### config.mk
export PLATFORM = sky130hd
export DESIGN_NAME = buffer_scheduler
export DESIGN_NICKNAME = d
export VERILOG_FILES = /design/src/rtl/buffer_scheduler.sv
export SDC_FILE = /design/constraint.sdc
export NUM_CORES = 1
export LEC_CHECK = 0
export BUFFER_PORTS_ARGS = -buffer_cell sky130_fd_sc_hd__buf_2
export CAP_MARGIN = 20
export CORE_AREA = 2 2 88 132
export DETAILED_ROUTE_END_ITERATION = 16
export DIE_AREA = 0 0 90 134
export PLACE_DENSITY = 0.78
export SKIP_CTS_REPAIR_TIMING = 1
export SKIP_LAST_GASP = 1
export SYNTH_ARGS = -nofsm -noshare
export SYNTH_HDL_FRONTEND = slang
export SYNTH_SLANG_ARGS = --single-unit
### constraint.sdc
create_clock -name clk -period 5 [get_ports clk]
set_input_delay 1 -clock clk [delete_from_list [all_inputs] [get_ports clk]]
set_output_delay 1 -clock clk [all_outputs]
set_load 0.1 [all_outputs]
### src/rtl/buffer_scheduler.sv
// buffer_scheduler: control-side sequencer/arbiter for the shared on-chip buffer.
// Shares the buffer between a host port (single-bank load/unload bursts, mode 0)
// and a compute port (all-bank read stream plus delayed writeback, mode 1).
// Ports:
//   clk, rst                      clock, synchronous active-high reset
//   h_req/h_wr/h_bank/h_base/h_len host burst request and fields
//   h_ack, h_done                 host grant and completion pulses
//   h_valid/h_ready               host write-word handshake
//   h_rvalid                      buffer read data valid (one cycle after r_en)
//   c_req/c_rd_base/c_wr_base/c_len compute burst request and fields
//   c_ack, c_done                 compute grant and completion pulses
//   busy, mode                    not-idle flag, buffer mode select
//   m0_*                          mode 0 per-bank enables and addresses
//   m1_*                          mode 1 broadcast enables and addresses
module buffer_scheduler #(
  parameter int N_BUF    = 8,
  parameter int ADDR_RAM = 10,
  parameter int PE_LAT   = 4
) (
  input  logic                       clk,
  input  logic                       rst,
  input  logic                       h_req,
  input  logic                       h_wr,
  input  logic [$clog2(N_BUF)-1:0]   h_bank,
  input  logic [ADDR_RAM-1:0]        h_base,
  input  logic [ADDR_RAM:0]          h_len,
  output logic                       h_ack,
  input  logic                       h_valid,
  output logic                       h_ready,
  output logic                       h_rvalid,
  output logic                       h_done,
  input  logic                       c_req,
  input  logic [ADDR_RAM-1:0]        c_rd_base,
  input  logic [ADDR_RAM-1:0]        c_wr_base,
  input  logic [ADDR_RAM:0]          c_len,
  output logic                       c_ack,
  output logic                       c_done,
  output logic                       busy,
  output logic                       mode,
  output logic [N_BUF-1:0]           m0_w_en,
  output logic [N_BUF-1:0]           m0_r_en,
  output logic [ADDR_RAM-1:0]        m0_w_addr,
  output logic [ADDR_RAM-1:0]        m0_r_addr,
  output logic                       m1_w_en,
  output logic                       m1_r_en,
  output logic [ADDR_RAM-1:0]        m1_w_addr,
  output logic [ADDR_RAM-1:0]        m1_r_addr
);

  typedef enum logic [2:0] {IDLE, SETUP, H_WR, H_RD, COMP} state_t;

  localparam logic [ADDR_RAM:0] LEN_ONE = 1;

  state_t                    state_q, state_d;
  logic                      sel_c_q, sel_c_d;    // current burst belongs to compute
  logic                      last_c_q, last_c_d;  // last grant went to compute
  logic                      mode_q, mode_d;
  logic                      wr_q, wr_d;
  logic [$clog2(N_BUF)-1:0]  bank_q, bank_d;
  logic [ADDR_RAM-1:0]       base_q, base_d;      // host base or compute read base
  logic [ADDR_RAM-1:0]       wbase_q, wbase_d;    // compute writeback base
  logic [ADDR_RAM:0]         len_q, len_d;
  logic [ADDR_RAM:0]         cnt_q, cnt_d;        // words issued/accepted
  logic [ADDR_RAM:0]         wcnt_q, wcnt_d;      // writebacks issued
  logic [PE_LAT-1:0]         vld_pipe_q, vld_pipe_d;
  logic                      h_rvalid_q, h_rvalid_d;
  logic                      h_done_q, h_done_d;
  logic                      c_done_q, c_done_d;

  logic [N_BUF-1:0]          bank_oh;
  logic [ADDR_RAM:0]         len_m1;

  assign bank_oh  = N_BUF'(1) << bank_q;
  assign len_m1   = len_q - LEN_ONE;

  assign mode     = mode_q;
  assign busy     = (state_q != IDLE);
  assign h_rvalid = h_rvalid_q;
  assign h_done   = h_done_q;
  assign c_done   = c_done_q;

  always_comb begin
    state_d   = state_q;
    sel_c_d   = sel_c_q;
    last_c_d  = last_c_q;
    mode_d    = mode_q;
    wr_d      = wr_q;
    bank_d    = bank_q;
    base_d    = base_q;
    wbase_d   = wbase_q;
    len_d     = len_q;
    cnt_d     = cnt_q;
    wcnt_d    = wcnt_q;
    h_done_d  = 1'b0;
    c_done_d  = 1'b0;
    h_ack     = 1'b0;
    c_ack     = 1'b0;
    h_ready   = 1'b0;
    m0_w_en   = '0;
    m0_r_en   = '0;
    m0_w_addr = '0;
    m0_r_addr = '0;
    m1_w_en   = 1'b0;
    m1_r_en   = 1'b0;
    m1_w_addr = '0;
    m1_r_addr = '0;

    case (state_q)
      IDLE: begin
        cnt_d  = '0;
        wcnt_d = '0;
        // On contention the port that was not granted last wins.
        if (h_req && (!c_req || last_c_q)) begin
          state_d  = SETUP;
          sel_c_d  = 1'b0;
          last_c_d = 1'b0;
          mode_d   = 1'b0;
          wr_d     = h_wr;
          bank_d   = h_bank;
          base_d   = h_base;
          len_d    = h_len;
        end else if (c_req) begin
          state_d  = SETUP;
          sel_c_d  = 1'b1;
          last_c_d = 1'b1;
          mode_d   = 1'b1;
          base_d   = c_rd_base;
          wbase_d  = c_wr_base;
          len_d    = c_len;
        end
      end

      SETUP: begin
        h_ack = !sel_c_q;
        c_ack = sel_c_q;
        if (len_q == '0) begin
          state_d  = IDLE;
          h_done_d = !sel_c_q;
          c_done_d = sel_c_q;
        end else if (sel_c_q) begin
          state_d = COMP;
        end else begin
          state_d = wr_q ? H_WR : H_RD;
        end
      end

      H_WR: begin
        h_ready   = (cnt_q < len_q);
        m0_w_addr = base_q + cnt_q[ADDR_RAM-1:0];
        if (h_valid && h_ready) begin
          m0_w_en = bank_oh;
          cnt_d   = cnt_q + LEN_ONE;
          if (cnt_q == len_m1) begin
            state_d  = IDLE;
            h_done_d = 1'b1;
          end
        end
      end

      H_RD: begin
        m0_r_addr = base_q + cnt_q[ADDR_RAM-1:0];
        if (cnt_q < len_q) begin
          m0_r_en = bank_oh;
          cnt_d   = cnt_q + LEN_ONE;
        end else begin
          // Extra cycle lets the final word's h_rvalid go out before done.
          state_d  = IDLE;
          h_done_d = 1'b1;
        end
      end

      COMP: begin
        m1_r_addr = base_q + cnt_q[ADDR_RAM-1:0];
        m1_w_addr = wbase_q + wcnt_q[ADDR_RAM-1:0];
        if (cnt_q < len_q) begin
          m1_r_en = 1'b1;
          cnt_d   = cnt_q + LEN_ONE;
        end
        // Burst ends when the last writeback leaves the PE delay line.
        if (vld_pipe_q[PE_LAT-1]) begin
          m1_w_en = 1'b1;
          wcnt_d  = wcnt_q + LEN_ONE;
          if (wcnt_q == len_m1) begin
            state_d  = IDLE;
            c_done_d = 1'b1;
          end
        end
      end

      default: state_d = IDLE;
    endcase

    h_rvalid_d    = |m0_r_en;
    vld_pipe_d[0] = m1_r_en;
    for (int i = 1; i < PE_LAT; i++) vld_pipe_d[i] = vld_pipe_q[i-1];
  end

  always_ff @(posedge clk) begin
    if (rst) begin
      state_q    <= IDLE;
      sel_c_q    <= 1'b0;
      last_c_q   <= 1'b1;
      mode_q     <= 1'b0;
      wr_q       <= 1'b0;
      bank_q     <= '0;
      base_q     <= '0;
      wbase_q    <= '0;
      len_q      <= '0;
      cnt_q      <= '0;
      wcnt_q     <= '0;
      vld_pipe_q <= '0;
      h_rvalid_q <= 1'b0;
      h_done_q   <= 1'b0;
      c_done_q   <= 1'b0;
    end else begin
      state_q    <= state_d;
      sel_c_q    <= sel_c_d;
      last_c_q   <= last_c_d;
      mode_q     <= mode_d;
      wr_q       <= wr_d;
      bank_q     <= bank_d;
      base_q     <= base_d;
      wbase_q    <= wbase_d;
      len_q      <= len_d;
      cnt_q      <= cnt_d;
      wcnt_q     <= wcnt_d;
      vld_pipe_q <= vld_pipe_d;
      h_rvalid_q <= h_rvalid_d;
      h_done_q   <= h_done_d;
      c_done_q   <= c_done_d;
    end
  end

endmodule

; Yosys cells after proc, flatten, opt, wreduce, memory -nomap -nowiden
; Index checks and enable logic that the tools add are counted.
[classes]
n_lt_le_gt_ge = 1
multipliers = 0
shift = 1
div_mod_pow = 0
muxes = 46
eq_ne = 13
n_reduce_logical = 19
add_sub_neg = 5
bitwise_logic = 1
[op_table]
columns = op, n
row1 = $mux W10, 6
row2 = $mux W11, 5
row3 = $pmux W11 S3, 1
row4 = $mux W8, 4
row5 = $mux W3, 9
row6 = $add A11 B1 Y11 const B, 2
row7 = $eq A11 B11 Y1, 2
row8 = $pmux W11 S2, 1
row9 = $add A10 B10 Y10, 2
row10 = $mux W1, 17
row11 = $pmux W3 S5, 1
row12 = $logic_not A11 Y1, 1
row13 = $lt A11 B11 Y1, 1
row14 = $sub A11 B1 Y11 const B, 1
row15 = $ne A2 B2 Y1 const B, 5
row16 = $reduce_or A8 Y1, 1
row17 = $shl A1 B3 Y8 const A, 1
row18 = $eq A3 B2 Y1 const B, 2
row19 = $reduce_and A2 Y1, 3
row20 = $reduce_and A3 Y1, 2
row21 = $reduce_and A6 Y1, 1
row22 = $reduce_bool A3 Y1, 2
row23 = $reduce_bool A2 Y1, 2
row24 = $eq A3 B1 Y1 const B, 1
row25 = other kinds (11), 13
[word_totals]
romBits = 0
out_inout_bits = 66
regBits = 69
mem_bits_rw = 0
inputBits = 61
memories = 0
latch_bits = 0

; Depth between registers and ports, before layout
[depth]
depth_word = 5
mapped_depth = 12
ltp_nobuf = 10

; Worst setup path after synthesis
; Ideal clock, no wire load.
[synth_timing]
kind = reg-to-output
startpoint = reg len_q[6]
endpoint = out m0_r_en[0]
t_arrival_ps = 4612
stages_incl_launch_ff = 10
n_path_buf = 1
slack_ps = -612
required_time_ps = 4000
path_cell_list = dfxtp_1 > inv_1 > ha_1 > a21oi_1 > a21oi_1 > nor2_1 > nand3b_1 > or2_2 > clkbuf_1 > nor4_1
[synth_via]
elab_chain_cells = 3
[synth_rtl]
columns = element, line_no
row1 = start: declaration, 62  ; logic [ADDR_RAM:0] len_q, len_d;
row2 = start signal: assignment, 224  ; len_q <= len_d;
row3 = $lt A11 B11 Y1, 162  ; if (cnt_q < len_q) begin
row4 = $mux W8, 162
row5 = $mux W8, 108  ; case (state_q)
row6 = end: declaration, 41  ; output logic [N_BUF-1:0] m0_r_en,
; No other way between the ends.

; Worst setup path in the final report
[layout_timing]
startpoint = reg cnt_q[1]
endpoint = out m0_r_addr[9]
[layout_via]
elab_chain_cells = 2
[layout_rtl]
columns = element, line_no
row1 = start: declaration, 63  ; logic [ADDR_RAM:0] cnt_q, cnt_d;
row2 = start signal: assignment, 225  ; cnt_q <= cnt_d;
row3 = $add A10 B10 Y10, 161  ; m0_r_addr = base_q + cnt_q[ADDR_RAM-1:0];
row4 = $mux W10, 108
row5 = end: declaration, 43  ; output logic [ADDR_RAM-1:0] m0_r_addr,
; No other way between the ends.

==> key figures <==
Min path
  • Hold crit path type: reg2reg
  • Hold depth: 1

CTS
  • Root Buffer: clkbuf_16
  • Deepest clock path buffer count: 2
  • CTS tree: done
  • Max H-tree Level: 3
  • CTS Buf Count: 9
  • Worst skew pair latency: 340 ps
  • Clock slew at reported path FFs: 50 ps
  • Total clock sinks: 69

Global routing
  • Initial antenna violation count: 0
  • Global Route Usage Sum: 0.212
  • Total grt overflow: 0
  • Vias in the first global route: 4441
  • First-pass GRT wire length: 20800 microns
  • Largest net degree at the start of global routing: 52

Timing
  • Final setup vio count: 0
  • Tmin final: 4170 ps
  • Clk_skew: 3.63 ps
  • Worst Tran Pin Value: 825 ps
  • Setup TNS: 0 ps
  • Max_slew headroom: 0.450
  • RSZ-0062 raised after global routing: no
  • Post-route clock period utilization: 0.833
  • Fmax: 0.240 GHz
  • Slew Limit Fails: 0
  • Final Hold Fails: 0

Critical path
  • Crit Path Class: reg2out
  • Startpoint types: register
  • Crit. End Element: output pin
  • Max Fanout on Critical Path: 7
  • R2R depth: 10
  • Worst Path Required: 4000 ps
  • Critical path arrival: 3170 ps

Power
  • Leak: 2.68 nW
  • Psw: 0.000998 W
  • Sw Ratio: 0.415
  • Register share of total power: 0.308
  • Internal Pwr Total: 0.00141 W
  • Pwr/cell area: 413 nW/um^2
  • Worst vdd ir: 203 uV
  • Logic gate share of total power: 0.407
  • Clock power frac: 0.285

Synthesis
  • Netlist cell types: 55
  • Ys flop type: dfxtp_1
  • #FFs+latches synth: 69
  • Synth top area cells: dfxtp_1, ha_1, nor2_1, xor2_1, mux2i_1
  • Synth async-reset ratio: 0
  • EDFF count, synth: 0
  • Syn Nets: 711
  • Synth top area share: 0.288
  • Register area share after synthesis: 0.288
  • Syn avg cell area: 7.81 sq um
  • Post-synthesis cell area: 4800 sq um
  • Yosys warnings: 0
  • Synthesized instance count: 615
  • Cell taking the most area after synthesis: dfxtp_1

Run status
  • Run status: finished clean

Finish
  • Share of layout cells above drive strength 1: 0.221
  • Commonest non-fill, non-tap cell in the layout: buf_2
  • Area Growth Syn to Fin: 21.4%
  • Fin cells: 876
  • Fin util: 0.533
  • Most frequent cells in the layout: buf_2, nor2_1, dfxtp_1, nand2_1, a21oi_1
  • N_diodes: 0
  • Fin nets: 820

Routing
  • Final ANT Viol Nets: 0
  • Post-Route WL: 12400 microns
  • Iter 0 DRT Violations: 145
  • Pre-antenna DRT Iters: 4
  • DR vias/cell: 5.20
  • Via count: 4558
  • DR WL/cell: 14.2 microns
  • Residual DRC: 0

Placement
  • Port Buf Inserts: 126
  • Inst Count DP: 860
  • Dpl hpwl: 9380 microns
  • RD Place Congestion: 0.957

Floorplan
  • CORE AREA: 10900 sq um
  • Row cnt: 47
  • Die height: 134 microns
  • Initial core utilization: 0.439
  • Io pins: 127
  • Die Width: 90 microns
  • Die Area: 12100 sq um

Flow run
  • Max_cap viols: 0
==> worst max-delay path: stages, from the launching register on <==
cell      delay [ps]
dfxtp_1          470
ha_1             290
a21o_1           150
a21oi_1          240
nor2b_1           90
o21a_1           190
o41ai_1          560
o211ai_1         260
nor2_1           130
buf_2            440
==> kinds of logic after synthesis <==
logic type	Yosys count	synth area share
buf+inv	55	0.0495
simple gates	263	0.258
compound gates	112	0.151
fa+ha+maj	35	0.0943
mux	23	0.0482
xor+xnor	58	0.112
flops	69	0.287
==> cells in the mapped netlist (all sizes together), types with 3 or more instances <==
master	count
nor2	108
dfxtp	69
nand2	53
a21oi	44
ha	33
xor2	31
clkbuf	25
xnor2	25
inv	24
nor3	23
a211oi	22
mux2i	22
nand3	20
o21ai	17
nand4	10
o211ai	8
nor2b	7
nor4	7
a21o	6
and3	6
or3	6
and2	5
buf	5
or2	5
nand3b	4
nand2b	3
nand4b	3
==> power groups by stage <==
stage          Clock, W  Sequential (W)  Combinational [W]
2_1_floorplan         0        0.000709           0.000817
3_3_place_gp          0        0.000749           0.000963
3_5_place_dp          0        0.000752           0.000972
4_1_cts        0.000695        0.000741           0.000981
5_1_grt        0.000715        0.000754            0.00107
6_report       0.000685        0.000742           0.000980
==> area by class of cell <==
| type | count | area, sq um |
|---|---|---|
| clock inverter | 3 | 68.8 |
| fill | 1054 | 5110 |
| sequential | 69 | 1380 |
| tap | 147 | 184 |
| inverter | 24 | 90.1 |
| timing repair buffer | 129 | 653 |
| clock buffer | 13 | 250 |
| multi-input combinational | 491 | 3200 |
==> routing by layer <==
metal,share of wire,vias up,GRT usage
li1,-,2368,-
met3,0.047,29,0.0343
met2,0.52,132,0.404
met4,0.033,0,0.104
met1,0.40,2029,0.224
met5,0,-,0
==> through the flow <==
stage | hold slack (ps) | instance area [sq um] | total power [W] | setup WS, ps
floorplan | 414 | 4820 | 0.00153 | 168
global placement | 417 | 5510 | 0.00171 | 1350
detailed placement | 428 | 5510 | 0.00172 | 1200
CTS | 440 | 5830 | 0.00242 | 823
global route | 458 | 5830 | 0.00254 | 588
finish | 438 | 5830 | 0.00241 | 833
==> final timing paths <==
check	from	to	slack, ps
max	cnt_q[1]	m0_r_addr[9]	830
min	vld_pipe_q[2]	vld_pipe_q[3]	440
max reg2reg	len_q[9]	cnt_q[10]	2000
min reg2reg	vld_pipe_q[2]	vld_pipe_q[3]	440
==> state kept, by name, indices dropped and copies added (netlist names) <==
register,count
base_q,10
vld_pipe_q,4
h_done,1
len_q,11
bank_q,3
c_done,1
mode,1
wcnt_q,11
cnt_q,11
state_q,3
h_rvalid,1
last_c_q,1
wr_q,1
wbase_q,10
(Power assumes the default switching activity.)
